### config.mk
export PLATFORM = sky130hd
export DESIGN_NAME = interp_fir_stream_flat
export DESIGN_NICKNAME = d
export VERILOG_FILES = /design/src/rtl/interp_fir_stream_if.sv /design/src/rtl/interp_fir_stream.sv /design/src/flat_wrapper.sv
export SDC_FILE = /design/constraint.sdc
export NUM_CORES = 1
export LEC_CHECK = 0
export BUFFER_PORTS_ARGS = -buffer_cell sky130_fd_sc_hd__buf_2
export CAP_MARGIN = 20
export CORE_AREA = 2 2 152 154
export CTS_CLUSTER_SIZE = 14
export DETAILED_ROUTE_END_ITERATION = 12
export DIE_AREA = 0 0 154 156
export PLACE_DENSITY = 0.71
export SETUP_SLACK_MARGIN = 0.2
export SYNTH_ARGS = -nofsm -noshare
export SYNTH_HDL_FRONTEND = slang
export SYNTH_SLANG_ARGS = --single-unit
### constraint.sdc
create_clock -name clk -period 10.2 [get_ports clk]
set_input_delay 1.02 -clock clk [delete_from_list [all_inputs] [get_ports clk]]
set_output_delay 1.02 -clock clk [all_outputs]
set_load 0.03 [all_outputs]
### src/rtl/interp_fir_stream_if.sv
// Stream bundle for interp_fir_stream: sample input channel and interpolated output channel.
// master = producer/consumer side (testbench or upstream/downstream), slave = filter.
interface interp_fir_stream_if #(
  parameter int DATA_W = 8
);
  logic              in_valid;
  logic              in_ready;
  logic [DATA_W-1:0] in_data;
  logic              in_last;
  logic [1:0]        phase;
  logic              out_valid;
  logic              out_ready;
  logic [DATA_W-1:0] out_data;
  logic              out_last;

  modport master (
    output in_valid, in_data, in_last, phase, out_ready,
    input  in_ready, out_valid, out_data, out_last
  );

  modport slave (
    input  in_valid, in_data, in_last, phase, out_ready,
    output in_ready, out_valid, out_data, out_last
  );
endinterface

### src/rtl/interp_fir_stream.sv
// 4-tap line interpolation filter with edge replication, round/clip and full-stall backpressure.
// Optional macro INTERP_ROUND_EN: round half up before the >>>7; otherwise floor.
module interp_fir_stream #(
  parameter int DATA_W = 8,
  parameter int ACC_W  = DATA_W + 10
) (
  input  logic                  clk,
  input  logic                  rst_n,
  interp_fir_stream_if.slave    bus
);
  localparam int STAGES = 2;
  localparam int COEF [4][4] = '{
    '{  0, 128,   0,   0},
    '{ -8, 108,  36,  -8},
    '{-12,  76,  76, -12},
    '{ -8,  36, 108,  -8}
  };
  localparam logic signed [ACC_W-1:0] MAXV = ACC_W'((1 << DATA_W) - 1);

  typedef enum logic [1:0] {S_IDLE, S_FILL, S_RUN, S_FLUSH} state_t;

  state_t                   r_state;
  logic [3:0][DATA_W-1:0]   r_win;      // [0]=P0 .. [3]=P3 of the most recent issue
  logic [3:0][DATA_W-1:0]   w_win_nxt;
  logic [1:0]               r_pend;
  logic [1:0]               r_phase;
  logic [STAGES:1]          r_vld_pipe;
  logic [STAGES:1]          r_last_pipe;
  logic signed [ACC_W-1:0]  r_acc;
  logic [DATA_W-1:0]        r_out_data;
  logic                     w_stall, w_acc, w_issue, w_issue_last;
  logic signed [ACC_W-1:0]  w_prod [4];
  logic signed [ACC_W-1:0]  w_sum, w_res;
  logic [DATA_W-1:0]        w_clip;

  assign w_stall      = r_vld_pipe[STAGES] & ~bus.out_ready;
  assign bus.in_ready = rst_n & ~w_stall & (r_state != S_FLUSH);
  assign w_acc        = bus.in_valid & bus.in_ready;

  // Window shifts toward P0; new sample (or replicated s[N-1] in flush) enters at P3.
  always_comb begin
    w_win_nxt    = r_win;
    w_issue      = 1'b0;
    w_issue_last = 1'b0;
    if (!w_stall) begin
      unique case (r_state)
        S_IDLE:  if (w_acc) w_win_nxt = {4{bus.in_data}};
        S_FILL:  if (w_acc) w_win_nxt = {bus.in_data, r_win[3:1]};
        S_RUN:   if (w_acc) begin
                   w_win_nxt = {bus.in_data, r_win[3:1]};
                   w_issue   = 1'b1;
                 end
        S_FLUSH: begin
                   w_win_nxt    = {r_win[3], r_win[3:1]};
                   w_issue      = 1'b1;
                   w_issue_last = (r_pend == 2'd1);
                 end
        default: ;
      endcase
    end
  end

  always_ff @(posedge clk or negedge rst_n) begin
    if (!rst_n) begin
      r_state <= S_IDLE;
      r_win   <= '0;
      r_pend  <= '0;
      r_phase <= '0;
    end else begin
      r_win <= w_win_nxt;
      if (!w_stall) begin
        unique case (r_state)
          S_IDLE: if (w_acc) begin
            r_phase <= bus.phase;
            if (bus.in_last) begin
              r_state <= S_FLUSH;
              r_pend  <= 2'd1;
            end else begin
              r_state <= S_FILL;
            end
          end
          S_FILL: if (w_acc) begin
            if (bus.in_last) begin
              r_state <= S_FLUSH;
              r_pend  <= 2'd2;
            end else begin
              r_state <= S_RUN;
            end
          end
          S_RUN: if (w_acc && bus.in_last) begin
            r_state <= S_FLUSH;
            r_pend  <= 2'd2;
          end
          S_FLUSH: begin
            r_pend <= r_pend - 2'd1;
            if (r_pend == 2'd1) r_state <= S_IDLE;
          end
          default: r_state <= S_IDLE;
        endcase
      end
    end
  end

  // Products are formed from the window being written this cycle, so stage 1 lands one edge after issue.
  for (genvar t = 0; t < 4; t++) begin : g_tap
    logic signed [ACC_W-1:0] w_smp, w_cf;
    assign w_smp     = $signed({{(ACC_W-DATA_W){1'b0}}, w_win_nxt[t]});
    assign w_cf      = ACC_W'(COEF[r_phase][t]);
    assign w_prod[t] = w_smp * w_cf;
  end

  assign w_sum = w_prod[0] + w_prod[1] + w_prod[2] + w_prod[3];

`ifdef INTERP_ROUND_EN
  assign w_res = (r_acc + ACC_W'(64)) >>> 7;
`else
  assign w_res = r_acc >>> 7;
`endif

  always_comb begin
    w_clip = w_res[DATA_W-1:0];
    if (w_res < 0)         w_clip = '0;
    else if (w_res > MAXV) w_clip = MAXV[DATA_W-1:0];
  end

  always_ff @(posedge clk or negedge rst_n) begin
    if (!rst_n) begin
      r_vld_pipe  <= '0;
      r_last_pipe <= '0;
      r_acc       <= '0;
      r_out_data  <= '0;
    end else if (!w_stall) begin
      r_vld_pipe  <= {r_vld_pipe[1], w_issue};
      r_last_pipe <= {r_last_pipe[1], w_issue_last};
      r_acc       <= w_sum;
      r_out_data  <= w_clip;
    end
  end

  assign bus.out_valid = r_vld_pipe[STAGES];
  assign bus.out_last  = r_last_pipe[STAGES];
  assign bus.out_data  = r_out_data;
endmodule

### src/flat_wrapper.sv
// flat-port wrapper written by rule: the top's interface ports become plain ports
module interp_fir_stream_flat 
#(
  parameter int DATA_W = 8,
  parameter int ACC_W  = DATA_W + 10
)
  (clk, rst_n, bus_in_valid, bus_in_data, bus_in_last, bus_phase, bus_out_ready, bus_in_ready, bus_out_valid, bus_out_data, bus_out_last);
  interp_fir_stream_if #(.DATA_W(DATA_W)) bus_i ();
  input  logic clk;
  input  logic rst_n;
  input wire logic [$bits(bus_i.in_valid)-1:0] bus_in_valid;
  input wire logic [$bits(bus_i.in_data)-1:0] bus_in_data;
  input wire logic [$bits(bus_i.in_last)-1:0] bus_in_last;
  input wire logic [$bits(bus_i.phase)-1:0] bus_phase;
  input wire logic [$bits(bus_i.out_ready)-1:0] bus_out_ready;
  output wire logic [$bits(bus_i.in_ready)-1:0] bus_in_ready;
  output wire logic [$bits(bus_i.out_valid)-1:0] bus_out_valid;
  output wire logic [$bits(bus_i.out_data)-1:0] bus_out_data;
  output wire logic [$bits(bus_i.out_last)-1:0] bus_out_last;
  assign bus_i.in_valid = bus_in_valid;
  assign bus_i.in_data = bus_in_data;
  assign bus_i.in_last = bus_in_last;
  assign bus_i.phase = bus_phase;
  assign bus_i.out_ready = bus_out_ready;
  assign bus_in_ready = bus_i.in_ready;
  assign bus_out_valid = bus_i.out_valid;
  assign bus_out_data = bus_i.out_data;
  assign bus_out_last = bus_i.out_last;
  interp_fir_stream #(.DATA_W(DATA_W), .ACC_W(ACC_W)) u_core (.clk(clk), .rst_n(rst_n), .bus(bus_i));
endmodule
==> impl_metrics.ini <==
[final_layout]
regArea_um2 = 1530
final_nets = 1380
final_cell_mix = inv_1 (261), fa_1 (147), ha_1 (126), dfrtp_1 (61), nand2_1 (60)
area_growth_pct = 7.02
multi_input_area_um2 = 7220
final_common_cell = inv_1
fill_cells = 2066
diodes = 0
layout-drive-gt1-share_pct = 5.93

[grt]
overflow = 0
grt_usage_pct = 20.2
grt_pass1_wl_um = 38200
grt_max_degree = 62
antenna_found_initial = 0
grt_pass1_vias = 7434

[clocking]
htreeDepth = 3
ctsResizeCount = 0
cts_hold_buffers = 0
clock_path_buffers = 2
cts_tree = yes
clk_latency_ns = 0.34
clkSlewWorstSetupHoldPaths_ns = 0.06
cts_sinks = 61
cts_made_buffers = 9
cts-root-buf = clkbuf_16
cts_setup_buffers = 0

[logic_synthesis]
async_flop_share_pct = 100
ys_warn_count = 0
syn_area_um2 = 9920
yosysSeqAreaShare_pct = 15.4
synth_edf_count = 0
syn_area_per_cell_um2 = 9.16
syn_inst = 1083
netlist.area_leader.share_pct = 29.7
synth_ff_type = dfrtp_1
syn-num-nets = 1371
ys_ff_latch = 61
ys_top_cells_by_area = fa_1 (30%), ha_1 (16%), dfrtp_1 (15%)
synth_cell_type_count = 62
synth_area_leader_cell = fa_1

[critical_path]
crit_family = adder cells
startpoint_type = primary input
critPathMaxFanout = 19
worst_path_most_repeated_cell = fa_1
crit_buf_inv = 8
cp.arrival_ns = 9.13
timing.rr.start = u_core.r_state[0]
slowest_delay_ns = 0.75
cp.required_ns = 10.43
crit_path_end_kind = flip-flop
crit_type = in2reg
slowest_stage = fa_1
rr_endpoint = u_core.r_acc[17]
rrSetupSlack_ns = 1.35
r2r_cells = 28

[sta]
max_clock_freq_ghz = 0.112
slew_viol_final = 0
slew-limit-headroom_pct = 41.6
clock_skew_ns = 0.0120
rsz0062_at_grt = no
finalHoldViolCount = 0
tns_ns = 0
max_slew.worst_pin.slew_ns = 0.876
setup-violations-final = 0
fin_crit_sh_pct = 87.3
min_period_ns = 8.90

[floorplanning]
initial_utilization_pct = 44.4
die_area_um2 = 24000
coreArea_um2 = 22400
pin_count = 26
die_w_um = 154
die_y_um = 156
num_rows = 55

[place]
portBuffers = 25
dpl.hpwl_um = 18700
gp_congestion = 0.889

[detailed_routing]
wire_per_inst_um = 16.6
drtIter0Drc = 440
wirelength_um = 23000
firstDrtPassIters = 5
via_per_inst = 5.31
antenna_left = 0
remaining_drc_errors = 0
via_count = 7341

[worst_hold_path]
hold_depth = 1
min-delay-start = u_core.r_vld_pipe[1]
hold_class = reg2reg
min_to = u_core.r_vld_pipe[2]

[run_status]
status = finished, final reports clean

[flow_run]
cap_violations = 0
## worst reg2reg max path: cells and delay by family, from the launching register on
family,cells,cell delay (ns)
buffers and inverters,8,0.95
DFF,1,0.43
AOI/OAI and AO/OA,7,1.59
adders and majority gates,10,4.98
and+or+nand+nor,3,0.77
## registers in the layout, indices dropped and copies added, names as in the netlist
signal,count
u_core.r_win,32
u_core.r_pend,2
u_core.r_state,2
u_core.r_vld_pipe,2
u_core.r_phase,2
u_core.r_acc,11
u_core.r_last_pipe,2
u_core.bus.out_data,8
## logic make-up after synthesis
kind of cell,share of synthesized area (%)
compound gates,12.6
xor+xnor,1.06
fa+ha+maj,45.5
buf+inv,12.0
flops,15.4
mux,1.13
simple gates,12.3
## metal layers
layer	routed length, um	global-route usage, %	part of all wire [%]	vias to the layer above
li1	-	-	-	3482
met5	0	0	0	-
met1	9740	26.8	42	3589
met2	11600	35.0	50	228
met4	676	6.68	2.9	0
met3	942	1.72	4.1	42
## metrics by stage
step | setup slack [ns] | hold slack (ns) | instance area [um2] | instances | utilization [%]
global route | 1.01 | 0.477 | 10600 | 1382 | 47.5
floorplan | 2.10 | 0.435 | 9920 | 1083 | -
global placement | 1.24 | 0.444 | 10300 | 1366 | 46.1
finish | 1.30 | 0.459 | 10600 | 1382 | 47.5
detailed placement | 1.12 | 0.451 | 10300 | 1366 | 46.1
CTS | 1.41 | 0.464 | 10600 | 1382 | 47.5
## cells in the mapped netlist (3+ instances only)
library cell,n
inv_1,261
fa_1,147
ha_1,126
dfrtp_1,61
nand2_1,60
nor2_1,53
a21oi_1,50
and2_1,33
o21ai_0,21
o31ai_1,20
a21o_1,19
nor3_1,19
clkbuf_1,18
nor2b_1,15
a211oi_1,13
nand2b_1,13
nand4_1,12
a22o_1,9
mux2i_1,9
xnor2_1,9
buf_2,8
a2bb2oi_1,7
buf_1,7
nand3_1,7
or3_1,7
a311o_1,6
a31oi_1,6
or4_1,6
buf_4,4
o211a_1,4
o21a_1,4
or2_1,4
buf_6,3
xor2_1,3
## worst max-delay path by stage
stage | from | end | cells after the start
after floorplan | rst_n | u_core.r_acc[17] | 24
after global placement | bus_in_valid | u_core.r_acc[17] | 26
after detailed placement | bus_in_valid | u_core.r_acc[17] | 26
after CTS | bus_in_valid | u_core.r_acc[17] | 26
after global routing | u_core.r_state[0] | u_core.r_acc[17] | 28
final | bus_in_valid | u_core.r_acc[17] | 26
## final cells by class
type / count / area share (%)
inverter: 264 / 9.33
clock inverter: 6 / 0.648
tap: 285 / 3.36
timing repair buffer: 38 / 2.10
multi-input combinational: 718 / 67.9
clock buffer: 10 / 2.25
sequential: 61 / 14.4
Power is left out: the tool's default activity adds up to more than one toggle a clock period on the data nets, which glitch-free logic cannot reach.
